**src/rtl/arb2x4_rr_pkg.sv**
```systemverilog
// Shared encodings and the grant-selection rule for the two-input round-robin arbiter.
package arb2x4_rr_pkg;

    typedef enum logic {
        ST_EMPTY = 1'b0,
        ST_FULL  = 1'b1
    } state_e;

    localparam logic GRANT_I0 = 1'b0;
    localparam logic GRANT_I1 = 1'b1;

    // With both requesters valid, round-robin picks the one that did not win last time.
    function automatic logic pick_grant(input logic v0, input logic v1,
                                        input logic lg, input logic fair);
        if (v0 && !v1)
            return GRANT_I0;
        if (v1 && !v0)
            return GRANT_I1;
        if (!fair)
            return GRANT_I0;
        return (lg == GRANT_I1) ? GRANT_I0 : GRANT_I1;
    endfunction

endpackage

```
**src/rtl/arb2x4_rr_mux.sv**
```systemverilog
// Two-input data multiplexer: O follows I0 when S=0 and I1 when S=1.
module Mux2x4 #(
    parameter int WIDTH = 4
) (
    input  logic [WIDTH-1:0] I0,
    input  logic [WIDTH-1:0] I1,
    input  logic             S,
    output logic [WIDTH-1:0] O
);

    assign O = S ? I1 : I0;

endmodule

```
**src/rtl/arb2x4_rr.sv**
```systemverilog
// Two-requester arbiter feeding a single-entry output register with valid/ready flow control.
module arb2x4_rr
    import arb2x4_rr_pkg::*;
#(
    parameter int WIDTH = 4,
    parameter int FAIR  = 1
) (
    input  logic             CLK,
    input  logic             RESET,
    input  logic [WIDTH-1:0] I0,
    input  logic             V0,
    output logic             R0,
    input  logic [WIDTH-1:0] I1,
    input  logic             V1,
    output logic             R1,
    output logic [WIDTH-1:0] O,
    output logic             OV,
    input  logic             ORDY,
    output logic             S
);

    state_e           state_q, state_d;
    logic [WIDTH-1:0] o_q, o_d;
    logic             s_q, s_d;
    logic             lg_q, lg_d;

    logic             can_accept;
    logic             grant;
    logic             accept;
    logic [WIDTH-1:0] mux_o;

    // The register frees up in the same cycle it drains, so a full buffer can still accept.
    assign can_accept = !RESET && ((state_q == ST_EMPTY) || ORDY);
    assign grant      = pick_grant(V0, V1, lg_q, (FAIR != 0));
    assign accept     = can_accept && (V0 || V1);

    assign R0 = accept && (grant == GRANT_I0);
    assign R1 = accept && (grant == GRANT_I1);

    Mux2x4 #(
        .WIDTH(WIDTH)
    ) u_mux (
        .I0(I0),
        .I1(I1),
        .S (grant),
        .O (mux_o)
    );

    always_comb begin
        state_d = state_q;
        o_d     = o_q;
        s_d     = s_q;
        lg_d    = lg_q;
        if (accept) begin
            state_d = ST_FULL;
            o_d     = mux_o;
            s_d     = grant;
            lg_d    = grant;
        end else if ((state_q == ST_FULL) && ORDY) begin
            state_d = ST_EMPTY;
        end
    end

    always_ff @(posedge CLK) begin
        if (RESET) begin
            state_q <= ST_EMPTY;
            o_q     <= '0;
            s_q     <= GRANT_I0;
            lg_q    <= GRANT_I1;
        end else begin
            state_q <= state_d;
            o_q     <= o_d;
            s_q     <= s_d;
            lg_q    <= lg_d;
        end
    end

    assign O  = o_q;
    assign OV = (state_q == ST_FULL);
    assign S  = s_q;

endmodule

```
**config.mk**
```make
export PLATFORM = sky130hd
export DESIGN_NAME = arb2x4_rr
export DESIGN_NICKNAME = d
export VERILOG_FILES = /design/src/rtl/arb2x4_rr_pkg.sv /design/src/rtl/arb2x4_rr_mux.sv /design/src/rtl/arb2x4_rr.sv
export SDC_FILE = /design/constraint.sdc
export NUM_CORES = 1
export LEC_CHECK = 0
export CAP_MARGIN = 0
export CORE_AREA = 2 2 39 41
export DETAILED_ROUTE_END_ITERATION = 8
export DIE_AREA = 0 0 41 43
export GPL_ROUTABILITY_DRIVEN = 0
export RECOVER_POWER = 50
export SKIP_LAST_GASP = 1
export SLEW_MARGIN = 5
export SYNTH_ARGS = -nofsm -noshare
export SYNTH_HDL_FRONTEND = slang
export SYNTH_SLANG_ARGS = --single-unit
export TNS_END_PERCENT = 30
```
**constraint.sdc**
```tcl
create_clock -name CLK -period 1.3 [get_ports CLK]
set_clock_uncertainty 0.05 [all_clocks]
set_input_delay 0.26 -clock CLK [delete_from_list [all_inputs] [get_ports CLK]]
set_output_delay 0.26 -clock CLK [all_outputs]
set_load 0.02 [all_outputs]
```
# ---- Word-level counts from Yosys, hierarchy flattened
# Index checks and enable logic that the tools add are counted.
dict set report word_totals {
  ff_bits 7
  in_bits 13
  out_inout_bits 8
  elab_cells 30
}
dict set report classes {
  muxes 11
  bitwise 2
  n_reduce_logical 13
}
# cell count
set op_table {}
lappend op_table {{$mux 1} 10}
lappend op_table {{$logic_and 1x1->1} 7}
lappend op_table {{$mux 4} 1}
lappend op_table {{$logic_not 1->1} 3}
lappend op_table {{$logic_or 1x1->1} 2}
lappend op_table {{$not 1->1} 2}
lappend op_table {{$reduce_bool 2->1} 1}

# ---- Logic depth before layout (Yosys ltp)
# Gate-level depths: netlist (run 1).
dict set report depth {
  depth_word 8
  mapped_depth 4
  depth_no_buf 4
}

# ---- By module
# A second synthesis (run 1) with hierarchy kept.
dict set report unflattened {
  hier_cells 38
  area_unflattened_um2 340.3
}
# module n_inst cells_each area_per_inst_um2 seq_area_each_um2
set modules_own_cells {}
lappend modules_own_cells {arb2x4_rr 1 34 295.3 140.1}
lappend modules_own_cells {Mux2x4 1 4 45.0 0.0}

# ---- Least setup slack after synthesis (run 1)
# No wires, ideal clock.
dict set report synth_timing {
  path_kind {register to output}
  start {register state_q (netlist: OV)}
  end {output R1}
  t_arrival_ns 1.212
  required_ns 0.990
  slack_ns -0.222
  stages_incl_launch_ff 4
  n_path_buf 0
  path_cell_list {dfxtp_1 -> nor2b_4 -> or3_4 -> nor2_1}
}
dict set report synth_via {
  elab_chain_len 5
}
# element line
set synth_rtl {}
lappend synth_rtl {{start, declared} arb2x4_rr.sv:22} ;# state_e state_q, state_d;
lappend synth_rtl {{start signal, assigned} arb2x4_rr.sv:71} ;# state_q <= state_d;
lappend synth_rtl {{$not 1->1} arb2x4_rr.sv:33} ;# assign can_accept = !RESET && ((state_q == ST_EMPTY) || ORDY);
lappend synth_rtl {{$logic_or 1x1->1} arb2x4_rr.sv:33}
lappend synth_rtl {{$logic_and 1x1->1} arb2x4_rr.sv:33}
lappend synth_rtl {{$logic_and 1x1->1} arb2x4_rr.sv:35} ;# assign accept = can_accept && (V0 || V1);
lappend synth_rtl {{$logic_and 1x1->1} arb2x4_rr.sv:38} ;# assign R1 = accept && (grant == GRANT_I1);
lappend synth_rtl {{end, declared} arb2x4_rr.sv:15} ;# output logic R1,
# Every way passes these cells.

# ---- Worst setup path in the final report (run 1)
# Ends and elaborated chain as after synthesis.

==> results of run 1 <==
[placed cells by master (no fill, tap or decap), drive strengths merged]
cell	n
a211o	1
a211oi	4
and2	1
buf	10
clkbuf	4
clkdlybuf4s50	13
dfxtp	7
dlygate4sd2	4
dlymetal6s2s	1
inv	1
maj3	1
mux2i	4
nor2	8
nor2b	1
nor3	3
or3	1
[where the power goes]
group	internal [W]	switching, W	total, W	leakage (nW)
logic	0.000117	0.0000835	0.000200	0.217
clock network	0.000117	0.0000763	0.000193	0.0150
registers	0.000234	0.00000887	0.000243	0.0579
total	0.000468	0.000169	0.000636	0.290
[worst paths after layout]
kind / startpoint / endpoint / slack (ns)
setup reg to reg: lg_q / O[1] / -0.10
hold / removal: V1 / OV / 0.36
hold reg to reg: lg_q / lg_q / 0.41
setup / recovery: OV / R1 / -0.29
[flip-flops by register name, summed over array words and instances (netlist names)]
name  flops
S         1
lg_q      1
OV        1
O         4
[cells by family after synthesis]
logic type               after synthesis
AO/OA/AOI/OAI                          5
AND/OR/NAND/NOR                       14
buffers and inverters                  2
adder cells (fa/ha/maj)                1
flip-flops                             7
multiplexers                           4
[per-layer routing]
metal	wire, um	share of wire [%]
met5	0	0
met3	77	10
met2	385	50
met4	0	0
met1	301	39
[metrics by stage]
step	TNS [ns]	cell area, um^2	hold WS (ns)
3_5_place_dp	-4.70	611	0.416
5_1_grt	-2.35	649	0.375
3_3_place_gp	-4.54	611	0.417
4_1_cts	-1.82	639	0.363
6_report	-1.73	649	0.365
2_1_floorplan	-0.0555	349	0.334
[worst min-delay path: cells and delay by family]
kind,cells,cell delay [ns]
and+or+nand+nor,2,0.13
buffers and inverters,1,0.23
[layout make-up]
cell class / instances / area [um^2]
fill: 149 / 734
timing repair buffer: 28 / 264
multi-input combinational: 24 / 193
sequential: 7 / 143
clock buffer: 4 / 26.3
tap: 16 / 20.0
inverter: 1 / 3.75
[repair_timing]
action | 4_1_cts | 5_1_grt
pin swaps | 5 | 4
setup endpoints to repair | 14 | 13
resized for setup | 18 | 1
buffers inserted | 0 | 1
==> impl_metrics.py, run 1 <==
metrics = {
    "status": {
        "outcome": "finished with violations",
        "violations": "setup timing",
    },
    "floorplan": {
        "coreArea_um2": 1380,
        "num_rows": 14,
        "dieHeight_um": 43,
        "dieArea_um2": 1760,
        "io_pins": 21,
        "die_x_um": 41,
        "start_util_pct": 24.6,
    },
    "drt": {
        "drt_pass1_iterations": 2,
        "wirelength_um": 764,
        "first_iter_violations": 2,
        "ant_nets": 0,
        "post-route-drc-count": 0,
        "vias": 342,
        "wl_per_cell_um": 9.55,
        "vias_per_cell": 4.28,
    },
    "critical_path": {
        "path_cells": "nor2b_4 -> or3_4 -> nor2_4 -> buf_6",
        "cp_num_cells": 4,
        "reg2reg_depth": 5,
        "start_kind": "flip-flop",
        "cp_top_family": "simple AND/OR/NAND/NOR gates",
        "required_ns": 0.99,
        "path_buf_inv": 1,
        "path_class": "reg -> out",
        "worst-path-max-fanout": 3,
        "slowest_delay_ns": 0.34,
        "critPathCaptureType": "output port",
        "critPathSlowestCell": "or3_4",
        "arrival_ns": 1.28,
    },
    "logic_synthesis": {
        "netlist.area_leader.share_pct": 41.2,
        "synthTopCellsByCount": "nor2_1, dfxtp_1, a211oi_1, mux2i_1",
        "synth_compound_area_share_pct": 11.4,
        "synth_mux_area_share_pct": 11.8,
        "synth_ff_type": "dfxtp_1",
        "ys_seq_elements": 7,
        "synth_top_area_cell": "dfxtp_1",
        "seq_area_frac_synth_pct": 41.2,
        "ys_async_sr_fraction_pct": 0,
        "syn_area_per_cell_um2": 10.3,
        "yosys_warnings": 0,
        "synth_xor_xnor_area_share_pct": 0,
        "synth_edf_count": 0,
        "synth_cell_types": 14,
        "synth_nets": 46,
        "netlist_area_um2": 340,
        "yosysMostFrequentCell": "nor2_1",
        "synthTopCellsByArea": "dfxtp_1, mux2i_1, a211oi_1",
        "synth_top_family_by_area": "simple AND/OR/NAND/NOR gates",
        "syn_inst": 33,
        "synth_fa_ha_area_share_pct": 3.31,
        "yosys.area_share.simple_pct": 27.9,
    },
    "cells_and_area": {
        "antennaDiodeCount": 0,
        "post-route-util_pct": 46.9,
        "fin_nets": 78,
        "drive_gt1_share_pct": 34.4,
        "area.growth.synth_to_final_pct": 90.8,
        "fin_cells": 80,
    },
    "timing": {
        "rsz0062_at_grt": "yes",
        "worst_pin_slew_ns": 0.224,
        "fmax_mhz": 628,
        "hold_viol_final": 0,
        "worst_slack_ns": -0.292,
        "slew_headroom_pct": 85.0,
        "fin_crit_sh_pct": 122,
        "post-route-min-period_ns": 1.59,
        "setup_viol_count_final": 11,
        "slew_violations": 0,
    },
    "clock_network": {
        "clock-root-buffer": "clkbuf_4",
        "cts_tree": "done",
        "clkSinkCount": 7,
        "htreeDepth": 1,
        "numCtsBuffers": 3,
        "clk_pin_slew_ns": 0.05,
        "clockBufferDepth": 2,
        "hold_buffers": 0,
        "clk-insertion-delay-late_ns": 0.24,
    },
    "min_path": {
        "whs_path_depth": 3,
        "hold_class": "in -> reg",
    },
    "global_route": {
        "grt_max_degree": 10,
        "busiest_layer": "met2",
        "grt_usage_pct": 10.1,
        "use_met3_pct": 1.57,
        "grt_antenna_before_repair": 0,
        "grt_pass1_wl_mm": 1.24,
        "overflow": 0,
        "grtUsageMet2_pct": 17.2,
        "grt.met1_usage_pct": 11.7,
        "first_global_vias": 317,
    },
    "power": {
        "p_per_area_nw_per_um2": 980,
        "p_leak_nw": 0.290,
        "peakVddDrop_mv": 0.407,
        "p_total_w": 0.000636,
    },
    "placement": {
        "port-buffer-count": 20,
        "dp.cells": 75,
        "place_ws_ns": -0.911,
    },
    "flow_run": {
        "drv_cap": 0,
    },
}
No activity file was read; power rests on OpenSTA's default activity.
==> run 2: changes to the inputs <==
--- a/config.mk
+++ b/config.mk
@@ -6,9 +6,9 @@
 export NUM_CORES = 1
 export LEC_CHECK = 0
 export CAP_MARGIN = 0
-export CORE_AREA = 2 2 39 41
+export CORE_AREA = 8 8 45 47
 export DETAILED_ROUTE_END_ITERATION = 8
-export DIE_AREA = 0 0 41 43
+export DIE_AREA = 0 0 53 55
 export GPL_ROUTABILITY_DRIVEN = 0
 export RECOVER_POWER = 50
 export SKIP_LAST_GASP = 1
==> impl_metrics.py, run 2 (synthesized netlist as in run 1, its figures left out) <==
metrics = {
    "timing": {
        "fin_crit_sh_pct": 124,
        "worst_slack_ns": -0.313,
        "slew_violations": 0,
        "slew_headroom_pct": 84.6,
        "worst_pin_slew_ns": 0.231,
        "rsz0062_at_grt": "yes",
        "post-route-min-period_ns": 1.61,
        "hold_viol_final": 0,
        "fin_tns_setup_ns": -1.48,
        "setup_viol_count_final": 8,
        "fmax_mhz": 620,
    },
    "power": {
        "p_total_w": 0.000645,
        "peakVddDrop_mv": 0.368,
        "p_per_area_nw_per_um2": 988,
        "p_leak_nw": 0.299,
    },
    "cells_and_area": {
        "drive_gt1_share_pct": 35.4,
        "area.growth.synth_to_final_pct": 91.9,
        "final_common_cell": "clkdlybuf4s50_1",
        "post-route-util_pct": 47.2,
        "largest_reg_flops": 4,
        "final_cell_mix": "clkdlybuf4s50_1, buf_4, nor2_1",
        "fill_cells": 150,
        "fin_cells": 81,
        "fin_nets": 79,
        "antennaDiodeCount": 0,
    },
    "min_path": {
        "hold_end": "OV",
        "hold_start": "V1",
        "whs_path_depth": 3,
        "hold_class": "in -> reg",
    },
    "clock_network": {
        "cts_tree": "done",
        "clock-root-buffer": "clkbuf_4",
        "clkSinkCount": 7,
        "clk-insertion-delay-late_ns": 0.25,
        "numCtsBuffers": 3,
        "hold_buffers": 0,
        "clk_pin_slew_ns": 0.06,
        "htreeDepth": 1,
        "clockBufferDepth": 2,
    },
    "drt": {
        "vias_per_cell": 4.35,
        "wirelength_um": 916,
        "drt_pass1_iterations": 3,
        "vias": 352,
        "post-route-drc-count": 0,
        "ant_nets": 0,
        "wl_per_cell_um": 11.3,
        "first_iter_violations": 3,
    },
    "floorplan": {
        "coreArea_um2": 1380,
        "num_rows": 14,
        "start_util_pct": 24.6,
        "dieHeight_um": 55,
        "io_pins": 21,
        "die_x_um": 53,
        "dieArea_um2": 2920,
    },
    "critical_path": {
        "required_ns": 0.99,
        "start_kind": "flip-flop",
        "arrival_ns": 1.30,
        "r2r_end": "O[2]",
        "path_buf_inv": 1,
        "reg2reg_slack_ns": -0.11,
        "critPathSlowestCell": "or3_4",
        "cp_top_family": "simple AND/OR/NAND/NOR gates",
        "slowest_delay_ns": 0.38,
        "worst-path-max-fanout": 3,
        "critPathCaptureType": "output port",
        "path_cells": "nor2b_4 -> or3_4 -> nor2_4 -> buf_6",
        "regToRegStartpoint": "lg_q",
        "path_class": "reg -> out",
        "reg2reg_depth": 5,
    },
    "global_route": {
        "overflow": 0,
        "grt_antenna_before_repair": 0,
        "grt_pass1_wl_mm": 1.50,
        "grt_max_degree": 10,
        "first_global_vias": 389,
        "grt_usage_pct": 7.17,
    },
    "status": {
        "violations": "setup timing",
        "outcome": "finished with violations",
    },
    "placement": {
        "port-buffer-count": 20,
        "place_ws_ns": -0.928,
        "hpwl_um": 772,
        "dp.cells": 76,
    },
    "flow_run": {
        "drv_cap": 0,
    },
}
-- run 2: cell types whose count changed in the layout (fill, tap and decap cells not counted), sizes merged --
cell / before / now
clkdlybuf4s15: 0 / 1
clkdlybuf4s50: 13 / 12
buf: 10 / 11
-- run 2: worst register-to-register path, stage by stage, from the launching register on --
cell      delay, ns
dfxtp_2        0.32
maj3_2         0.35
buf_4          0.15
buf_4          0.13
mux2i_1        0.11
a211oi_1       0.22
-- run 2: metal layers --
layer / up-vias / GRT usage [%] / share of wire [%]
met1: 154 / 6.87 / 40
met4: 0 / 5.17 / 0
li1: 183 / - / -
met2: 15 / 11.3 / 46
met3: 0 / 4.28 / 15
met5: - / 0 / 0
-- run 2: report_power, final --
part / switching [W] / internal (W) / total, W
combinational: 0.0000841 / 0.000117 / 0.000201
clock: 0.0000840 / 0.000117 / 0.000201
sequential: 0.00000862 / 0.000234 / 0.000242
total: 0.000177 / 0.000468 / 0.000645
-- run 2: worst max path at each step --
stage	startpoint	to	slack (ns)	cells after the start
detailed placement	V1	R1	-0.93	5
global route	OV	R1	-0.37	4
finish	OV	R1	-0.31	4
CTS	OV	R1	-0.33	4
floorplan	OV	R0	-0.03	3
global placement	V1	R1	-0.92	5
-- run 2: cell type report --
cell class | count | area, um^2 | area share [%]
multi-input cells | 24 | 193 | 29.5
flip-flops and latches | 7 | 143 | 21.8
repair buffers | 29 | 268 | 41.0
inverters | 1 | 3.75 | 0.575
clock buffers | 4 | 26.3 | 4.02
well taps | 16 | 20.0 | 3.07
-- run 2: metrics by stage --
stage	cell area [um^2]	hold slack [ns]
after floorplan	349	0.334
after detailed placement	618	0.420
after CTS	649	0.367
after global placement	618	0.425
final	653	0.383
after global routing	653	0.426
-- run 2: timing repair --
item / 4_1_cts / 5_1_grt
buffers inserted: 1 / 0
pin swaps: 3 / 2
gates cloned: 0 / 0
setup endpoints to repair: 14 / 13
gates resized for setup: 18 / 2
==> run 3: changes to the inputs <==
--- a/config.mk
+++ b/config.mk
@@ -7,6 +7,7 @@
 export LEC_CHECK = 0
 export CAP_MARGIN = 0
 export CORE_AREA = 8 8 45 47
+export CTS_CLUSTER_DIAMETER = 150
 export DETAILED_ROUTE_END_ITERATION = 8
 export DIE_AREA = 0 0 53 55
 export GPL_ROUTABILITY_DRIVEN = 0
==> results of run 3 <==
No change in the layout: final DEF, timing and power equal those of run 2.
